==> src/rtl/key_scan_mux.sv <==
// Debounced key entry that edits a hex buffer under a cursor, time-multiplexed onto 7-seg lines.
// Define KEY_SCAN_BLINK_EN to blank the cursor digit on a periodic blink phase.
module key_scan_mux #(
  parameter int F_CLK        = 50000000,
  parameter int F_SCAN       = 1000,
  parameter int N_KEYS       = 6,
  parameter int N_DIGITS     = 8,
  parameter int DEB_CYCLES   = 1000000,
  parameter int BLINK_CYCLES = 12500000,
  localparam int CW          = (N_DIGITS > 1) ? $clog2(N_DIGITS) : 1
) (
  input  logic                  clk,
  input  logic                  rst_n,
  input  logic [N_KEYS-1:0]     key,
  output logic [N_KEYS-1:0]     key_press,
  output logic [CW-1:0]         cursor,
  output logic [4*N_DIGITS-1:0] digits,
  output logic [N_DIGITS-1:0]   dots,
  output logic [7:0]            cs,
  output logic [7:0]            o_dig_sel
);
  localparam int SCAN_DIV = F_CLK / F_SCAN;
  localparam int PW       = $clog2(SCAN_DIV);
  localparam int DW       = $clog2(DEB_CYCLES);
  localparam logic [CW-1:0] LAST_DIG = CW'(N_DIGITS - 1);

  logic [N_KEYS-1:0]          sync1_q, sync1_d, sync2_q, sync2_d, stable_q, stable_d;
  logic [N_KEYS-1:0][DW-1:0]  deb_cnt_q, deb_cnt_d;
  logic [N_KEYS-1:0]          key_press_q, key_press_d;
  logic [CW-1:0]              cursor_q, cursor_d;
  logic [N_DIGITS-1:0][3:0]   digits_q, digits_d;
  logic [N_DIGITS-1:0]        dots_q, dots_d;
  logic [PW-1:0]              presc_q, presc_d;
  logic [CW-1:0]              idx_q, idx_d, disp_idx_q, disp_idx_d;
  logic [7:0]                 seg_q, seg_d, cs_q, cs_d, dig_sel_q, dig_sel_d;
  logic                       edit_act, blank;
`ifdef KEY_SCAN_BLINK_EN
  localparam int BW = $clog2(BLINK_CYCLES);
  logic [BW-1:0]              blk_cnt_q, blk_cnt_d;
  logic                       phase_q, phase_d;
`endif

  function automatic logic [6:0] hex_font(input logic [3:0] v);
    case (v)
      4'h0: hex_font = 7'h40;  4'h1: hex_font = 7'h79;
      4'h2: hex_font = 7'h24;  4'h3: hex_font = 7'h30;
      4'h4: hex_font = 7'h19;  4'h5: hex_font = 7'h12;
      4'h6: hex_font = 7'h02;  4'h7: hex_font = 7'h78;
      4'h8: hex_font = 7'h00;  4'h9: hex_font = 7'h10;
      4'hA: hex_font = 7'h08;  4'hB: hex_font = 7'h03;
      4'hC: hex_font = 7'h46;  4'hD: hex_font = 7'h21;
      4'hE: hex_font = 7'h06;  default: hex_font = 7'h0E;
    endcase
  endfunction

  always_comb begin
    sync1_d     = key;
    sync2_d     = sync1_q;
    stable_d    = stable_q;
    deb_cnt_d   = deb_cnt_q;
    key_press_d = '0;
    for (int k = 0; k < N_KEYS; k++) begin
      if (sync2_q[k] == stable_q[k]) begin
        deb_cnt_d[k] = '0;
      end else if (deb_cnt_q[k] == DW'(DEB_CYCLES - 1)) begin
        deb_cnt_d[k]   = '0;
        stable_d[k]    = sync2_q[k];
        key_press_d[k] = ~sync2_q[k];
      end else begin
        deb_cnt_d[k] = deb_cnt_q[k] + DW'(1);
      end
    end

    // One edit per cycle; lower-priority pulses in the same cycle are dropped.
    cursor_d = cursor_q;
    digits_d = digits_q;
    dots_d   = dots_q;
    edit_act = |key_press_q[4:0];
    if (key_press_q[0])
      cursor_d = (cursor_q == LAST_DIG) ? '0 : cursor_q + CW'(1);
    else if (key_press_q[1])
      cursor_d = (cursor_q == '0) ? LAST_DIG : cursor_q - CW'(1);
    else if (key_press_q[2])
      digits_d[cursor_q] = digits_q[cursor_q] + 4'd1;
    else if (key_press_q[3])
      digits_d[cursor_q] = digits_q[cursor_q] - 4'd1;
    else if (key_press_q[4])
      dots_d[cursor_q] = ~dots_q[cursor_q];

    presc_d = (presc_q == PW'(SCAN_DIV - 1)) ? '0 : presc_q + PW'(1);
    idx_d   = idx_q;
    if (presc_q == PW'(SCAN_DIV - 1))
      idx_d = (idx_q == LAST_DIG) ? '0 : idx_q + CW'(1);

    // Segment pattern is captured once at the start of each slot so edits never tear a slot.
    disp_idx_d = (presc_q == '0) ? idx_q : disp_idx_q;
    seg_d      = (presc_q == '0) ? {~dots_q[idx_q], hex_font(digits_q[idx_q])} : seg_q;
    cs_d       = ~(8'h01 << disp_idx_d);

`ifdef KEY_SCAN_BLINK_EN
    blk_cnt_d = (blk_cnt_q == BW'(BLINK_CYCLES - 1)) ? '0 : blk_cnt_q + BW'(1);
    phase_d   = (blk_cnt_q == BW'(BLINK_CYCLES - 1)) ? ~phase_q : phase_q;
    if (edit_act) begin
      blk_cnt_d = '0;
      phase_d   = 1'b1;
    end
    blank = ~phase_d && (disp_idx_d == cursor_d);
`else
    blank = 1'b0;
`endif
    dig_sel_d = blank ? 8'hFF : seg_d;
  end

  always_ff @(posedge clk) begin
    if (!rst_n) begin
      sync1_q     <= '1;
      sync2_q     <= '1;
      stable_q    <= '1;
      deb_cnt_q   <= '0;
      key_press_q <= '0;
      cursor_q    <= '0;
      digits_q    <= '0;
      dots_q      <= '0;
      presc_q     <= '0;
      idx_q       <= '0;
      disp_idx_q  <= '0;
      seg_q       <= 8'hFF;
      cs_q        <= 8'hFF;
      dig_sel_q   <= 8'hFF;
`ifdef KEY_SCAN_BLINK_EN
      blk_cnt_q   <= '0;
      phase_q     <= 1'b1;
`endif
    end else begin
      sync1_q     <= sync1_d;
      sync2_q     <= sync2_d;
      stable_q    <= stable_d;
      deb_cnt_q   <= deb_cnt_d;
      key_press_q <= key_press_d;
      cursor_q    <= cursor_d;
      digits_q    <= digits_d;
      dots_q      <= dots_d;
      presc_q     <= presc_d;
      idx_q       <= idx_d;
      disp_idx_q  <= disp_idx_d;
      seg_q       <= seg_d;
      cs_q        <= cs_d;
      dig_sel_q   <= dig_sel_d;
`ifdef KEY_SCAN_BLINK_EN
      blk_cnt_q   <= blk_cnt_d;
      phase_q     <= phase_d;
`endif
    end
  end

  assign key_press = key_press_q;
  assign cursor    = cursor_q;
  assign digits    = digits_q;
  assign dots      = dots_q;
  assign cs        = cs_q;
  assign o_dig_sel = dig_sel_q;
endmodule

==> config.mk <==
export PLATFORM = sky130hd
export DESIGN_NAME = key_scan_mux
export DESIGN_NICKNAME = d
export VERILOG_FILES = /design/src/rtl/key_scan_mux.sv
export SDC_FILE = /design/constraint.sdc
export NUM_CORES = 1
export LEC_CHECK = 0
export CORE_UTILIZATION = 45
export CTS_BUF_LIST = sky130_fd_sc_hd__clkbuf_8 sky130_fd_sc_hd__clkbuf_16
export CTS_CLUSTER_SIZE = 10
export DETAILED_ROUTE_END_ITERATION = 8
export HOLD_SLACK_MARGIN = 0.08
export PLACE_DENSITY = 0.68
export SYNTH_ARGS = -nofsm -noshare
export SYNTH_HDL_FRONTEND = slang
export SYNTH_SLANG_ARGS = --single-unit
==> constraint.sdc <==
create_clock -name clk -period 2.6 [get_ports clk]
set_clock_uncertainty 0.1 [all_clocks]
set_input_delay 0.52 -clock clk [delete_from_list [all_inputs] [get_ports clk]]
set_output_delay 0.52 -clock clk [all_outputs]
set_load 0.02 [all_outputs]
Word-level counts from Yosys, hierarchy flattened:

Memories as Yosys holds them, arrays and structs flattened. A register that Yosys moved wholly into a read port is not among the register bits.
Cells that the tools add are included.

* flip-flop bits (word level): 225
* latch bits: 0
* bits in writable memories: 0
* ROM bits: 112
* input bits: 8
* output and inout port bits: 65
* memories: 1

* $add $sub $neg: 12
* $mul: 0
* divide/modulo/power cells: 0
* order comparisons: 3
* equality and inequality tests: 15
* shifts and indexed selects: 1
* muxes and demuxes: 23
* bitwise logic cells: 26
* reduce and logical (&&, ||, !) cells: 27

Memories
* (no name shown): depth 16, width 7, rd ports 1, clocked after memory_dff 1, wr ports 0, RTL line 44 `case (v)`

Operators with widths (number)
* adder 20 x 1 -> 20 bit, second input constant: 6
* equality test 20 bit, second input constant: 6
* bitwise mux 32 bit: 2
* 2-to-1 mux 32 bit: 2
* OR reduction 3 bit: 12
* NOT 1 bit: 25
* binary-select mux 4 bit (select 3 bit): 2
* 2-to-1 mux 3 bit: 6
* adder 16 x 1 -> 16 bit, second input constant: 1
* equality test 16 bit, second input constant: 1
* logical NOT 16 bit: 1
* demux 4 bit (select 3 bit): 1
* 2-to-1 mux 4 bit: 3
* AND reduction 2 bit: 6
* bitwise mux 8 bit: 1
* < comparator 3 x 4 -> 1 bit, second input constant: 2
* NOT 8 bit: 1
* left shift 1 x 3 -> 8 bit, first input constant: 1
* adder 3 x 1 -> 3 bit, second input constant: 2
* binary-select mux 1 bit (select 3 bit): 2
* equality test 1 bit: 6
* equality test 3 bit, second input constant: 2
* AND reduction 5 bit: 1
* adder 4 x 1 -> 4 bit, second input constant: 1
* 11 further kinds: 14

Longest topological paths before layout:

Gate-level depths: netlist (run 1).

* depth in word-level cells: 7
* mapped depth: 13
* gate-level depth less buffers: 10

Worst setup path before layout (run 1):

No wires, ideal clock.

* kind: flip-flop to flip-flop
* start point: register cursor_q[1], in the netlist cursor[1]
* end point: register digits_q, in the netlist digits[2]
* arrival time: 2511 ps
* data required time: 2384 ps
* path slack: -128 ps
* stages on the path, launching flop included: 13
* path buffers: 2
* path through: dfxtp_1 > buf_6 > clkinv_1 > and3_1 > o21ai_0 > o311a_2 > clkbuf_1 > inv_1 > ha_1 > mux2i_1 > xnor2_1 > nand2_1 > o211a_1

* longest elaborated chain between the ends: 7
* elaborated cells on any way between the ends: 13
* those cells by class: add/sub (2); order compare (2); mux (8); reduce/logical (1)

Ends and longest elaborated chain
* start, declared: RTL line 30 `logic [CW-1:0] cursor_q, cursor_d;`
* start signal, assigned: RTL line 140 `cursor_q <= cursor_d;`
* parallel branches: the longest is 6 deep, another holds subtractor 4 x 1 -> 4 bit
* 2-to-1 mux 32 bit (*): RTL line 83 `else if (key_press_q[2])`
* end signal, assigned: RTL line 141 `digits_q <= digits_d;`
* end, declared: RTL line 31 `logic [N_DIGITS-1:0][3:0] digits_q, digits_d;`

Every way passes the cells marked *. The select of a mux whose other input is x is not followed.
A chain may end at the register's enable or synchronous reset.

Worst setup path in the final report (run 1):

* start point: register cursor_q[2], in the netlist cursor[2]
* end point: output port cursor[2]

RTL lines
* end, declared: RTL line 16 `output logic [CW-1:0] cursor,`

No word-level cell between the ends.

==> results of run 1 <==
==> metrics by stage <==
| stage | instances | setup slack (ns) | hold WS [ns] |
|---|---|---|---|
| final | 1493 | 0.1039 | 0.2010 |
| after global routing | 1493 | 0.02181 | 0.2030 |
| after CTS | 1493 | 0.07796 | 0.1773 |
| after detailed placement | 1456 | -0.02195 | 0.2909 |
| after global placement | 1456 | 0.04605 | 0.2915 |
| after floorplan | 1120 | 0.008016 | 0.2863 |
==> critical path: cells and delay by family, from the launching register on <==
family / cells / cell delay [ns]
flip-flops: 1 / 0.51
buffers and inverters: 2 / 0.86
==> final timing paths <==
kind                                                   to  cells after the start
worst max-delay path                            cursor[2]                      2
worst min register to register      sync2_q[2]$_SDFF_PN1_                      1
worst max register to register  o_dig_sel[0]$_SDFFE_PN1P_                      8
worst min-delay path             stable_q[4]$_SDFFE_PN1P_                      2
==> flip-flops by register name (all words and copies together), names as in the netlist, named ones only <==
register / flops
cs: 8
cursor: 3
deb_cnt_q: 120
digits: 24
disp_idx_q: 3
dots: 8
idx_q: 3
key_press: 6
o_dig_sel: 8
presc_q: 16
stable_q: 6
sync1_q: 6
sync2_q: 6
==> power by group through the flow <==
stage                     sequential (mW)  clock [mW]  combinational [mW]
after floorplan                      3.59           0               0.104
after CTS                            3.50        3.33               0.193
after global placement               3.57           0               0.190
after global routing                 3.50        3.47               0.211
final                                3.50        3.22               0.191
after detailed placement             3.57           0               0.193
==> routing by layer <==
| metal | vias to the layer above | track usage | wire length, um |
|---|---|---|---|
| met5 | - | 0 | 0 |
| met4 | 0 | 0.04713 | 329 |
| met3 | 29 | 0.03100 | 1009 |
| met2 | 126 | 0.2962 | 9302 |
| met1 | 3588 | 0.2376 | 9882 |
| li1 | 4004 | - | - |
==> kinds of logic after synthesis <==
group | count (synthesis) | synth area share
mux | 51 | 0.06805
compound gates | 96 | 0.06349
xor+xnor | 126 | 0.1106
buf+inv | 71 | 0.03464
simple gates | 529 | 0.2523
flops | 225 | 0.4438
fa+ha+maj | 22 | 0.02712
==> final cells by class <==
| type | instances | area, um^2 |
|---|---|---|
| flip-flops and latches | 225 | 4511 |
| multi-input cells | 824 | 5313 |
| repair buffers | 103 | 964.7 |
| clock inverters | 7 | 27.53 |
| well taps | 280 | 350.3 |
| inverters | 24 | 90.09 |
| fillers | 1982 | 9986 |
| clock buffers | 30 | 716.9 |
==> layout by cell type, fill, tap and decap left out, drive strengths merged, types with 30 or more instances in the layout <==
cell type	instances
nand2	109
dfxtp	225
buf	32
and3	32
clkbuf	30
xor2	85
nor2	180
xnor2	41
nand3	70
clkdlybuf4s50	71
mux2i	34
==> repair_timing <==
action	4_1_cts	5_1_grt
endpoints found under the hold margin	0	0
endpoints found under the setup margin	1	16
gates resized for setup	1	4
gates cloned	0	0
pin swaps	0	0
==> reports/metrics.sh, run 1 <==
RUN_STATUS='complete, but fails checks'
FAILED_CHECKS='DRC'
SYNTH-MAIN-FF-CELL='sky130_fd_sc_hd__dfxtp_1'
NETLIST_INSTANCES=1120
GRT_PASS1_VIAS=7350
START_UTIL=0.4622
ANTENNA_VIOLATIONS_BEFORE_REPAIR=0
MOST_FREQUENTLY_USED_CELL_TYPE_IN_THE_POST_SYNTHESIS_NETLIST='sky130_fd_sc_hd__dfxtp_1'
FLOORPLAN.IO_PINS=73
SWITCHING_SHARE=0.2065
DETAILED_PLACE_HPWL_MM=14.23
POWER_REPORT.INTERNAL_TOTAL_mW=5.479
SYN2LAYOUT_AREA_GROWTH_PCT=17.96
SYNTH.YOSYS.SEQ_AREA_SHARE=0.4438
SYNTH_AREA_LEADERS='sky130_fd_sc_hd__dfxtp_1, sky130_fd_sc_hd__xor2_1, sky130_fd_sc_hd__nor2_1'
POWER.NET_SWITCHING_mW=1.426
DRIVE_GT1_FRAC=0.07832
NUMBER_OF_CLOCK_SINKS_SEEN_BY_CTS=225
TIMING.FMAX_MHz=400.6
SUMMED_INSTANCE_AREA_OF_THE_SYNTHESIZED_NETLIST_MM2=0.01015
SHARE_COMB_OF_TOTAL_POWER=0.028
TIMING.CRITICAL_PATH.SLOWEST_CELL_DELAY_NS=0.65
CLOCK_TREE.HTREE_LEVEL_COUNT=1
LARGEST_NET_DEGREE_AT_THE_START_OF_GLOBAL_ROUTING=74
CRIT_ARRIVAL_NS=1.88
HP-START='rst_n'
TIMING.REG2REG.SETUP_SLACK_NS=0.20
FINAL_MAX_SLEW_VIOL_COUNT=0
COUNT_OF_INPUT_AND_OUTPUT_BUFFERS=72
ROUTED_WIRELENGTH_MM=20.52
SYNTH.LIB_CELLS_USED.DISTINCT=64
PLACE_CONGESTION=0.8641
SYNTH_COMMON_CELLS='sky130_fd_sc_hd__dfxtp_1, sky130_fd_sc_hd__nor2_1, sky130_fd_sc_hd__nand2_1'
NETLIST.TOP_CELL.BY_AREA='sky130_fd_sc_hd__dfxtp_1'
STARTPOINT_KIND_OF_THE_WORST_SETUP_TIMING_PATH='flip-flop'
ROUTED_VIA_DENSITY=5.189
CRITPATHKIND='flip-flop to output port'
FINALINSTANCEAREA_MM2=0.01197
CRIT_FANOUT=8
DIE_OUTLINE_WIDTH_UM=152.2
YOSYS_REGISTER_BITS=225
MAXCAPVIOLCOUNT=0
FINALSETUPTNS_NS=0
WL_PER_CELL_UM=13.75
POSTSYNTHAREAPERCELL_UM2=9.062
LONGEST_CLK_PATH_BUFS=3
P_SEQ_FRAC=0.507
REPORT.FINAL.HOLD_VIOL_COUNT=0
CRITPATHLAUNCH='cursor[2]$_SDFFE_PN0N_'
FINALSETUPVIOLATIONS=0
POST-ROUTE-UTIL=0.5452
POST_CTS_HOLD_BUFFER_COUNT=0
WORST-ENDPOINT-REQUIRED_NS=1.98
SYNTH_ASYNC_SR_FLOP_SHARE=0
GRT_UTIL_ALL_LAYERS=0.1778
OVERALL_DIE_HEIGHT_UM=152.2
POWER_PER_CELL_AREA_mW_PER_MM2=576.7
CTS-BUFFERS-INSERTED=27
WORST_IR_DROP_VDD_V=0.0004428
YOSYS_WARNINGS=0
CLK_TRANSITION_REPORTED_PATHS_NS=0.05
WORST_SLEW_PIN_SLEW_NS=0.7569
INSERTEDDIODECOUNT=0
VIAS=7747
NUMBER_OF_CORE_ROWS=54
MAX-SLEW-MARGIN-REL=0.4940
FIRSTDRTPASSITERS=7
WIRE_LENGTH_OF_THE_FIRST_GLOBAL_ROUTING_PASS_MM=34.98
CLOCK_TREE_FROM_TRITONCTS='built'
ENDPOINT_KIND='output port'
DIE_AREA_MM2=0.02316
GRT_OVERFLOW=0
WORSTPATHCELLLIST='buf_4 -> clkdlybuf4s50_1'
SYNTH.NET_COUNT=1150
CLOCK_TREE.ROOT_CELL='sky130_fd_sc_hd__clkbuf_16'
WORST_R2R_STARTPOINT='idx_q[0]$_SDFFE_PN0P_'
POWER.SHARE.CLOCK=0.466
SHARE_OF_THE_CLOCK_PERIOD_USED_BY_THE_WORST_PATH_AFTER_LAYOUT=0.9600
PLACEABLECOREAREA_MM2=0.02196
DRT-INITIAL-DRC-COUNT=393
CP_SLOWEST_CELL='sky130_fd_sc_hd__clkdlybuf4s50_1'
DRT.ANTENNA.VIOLATING_NETS=0
NUMBER_OF_ENABLE_TYPE_REGISTER_CELLS_IN_THE_SYNTHESIZED_NETLIST=0
TOTAL_POWER_mW=6.905
CLOCK_INSERTION_DELAY_WORST_SKEW_NS=0.52
POST_DP_CELL_AREA_MM2=0.01122
TIMING.FINAL.CRIT_PERIOD_NS=2.496
SETUP_REPAIR_AFTER_GLOBAL_ROUTING_MISSED_ITS_MARGIN='false'
NNETSFINAL=1235
STATIC-LEAKAGE-POWER_nW=4.355
DRC=9
CTS_SETUP_BUFFERS=0
NETLIST.AREA_LEADER.SHARE=0.4438
HOLD_CLASS='primary input to flip-flop'
Power figures use the tool's default switching activity.
==> inputs of run 2 (changes only) <==
--- a/config.mk
+++ b/config.mk
@@ -5,6 +5,7 @@
 export SDC_FILE = /design/constraint.sdc
 export NUM_CORES = 1
 export LEC_CHECK = 0
+export ABC_CLOCK_PERIOD_IN_PS = 2600
 export CORE_UTILIZATION = 45
 export CTS_BUF_LIST = sky130_fd_sc_hd__clkbuf_8 sky130_fd_sc_hd__clkbuf_16
 export CTS_CLUSTER_SIZE = 10
==> results of run 2 <==
No change in the layout: final DEF, timing and power equal those of run 1.
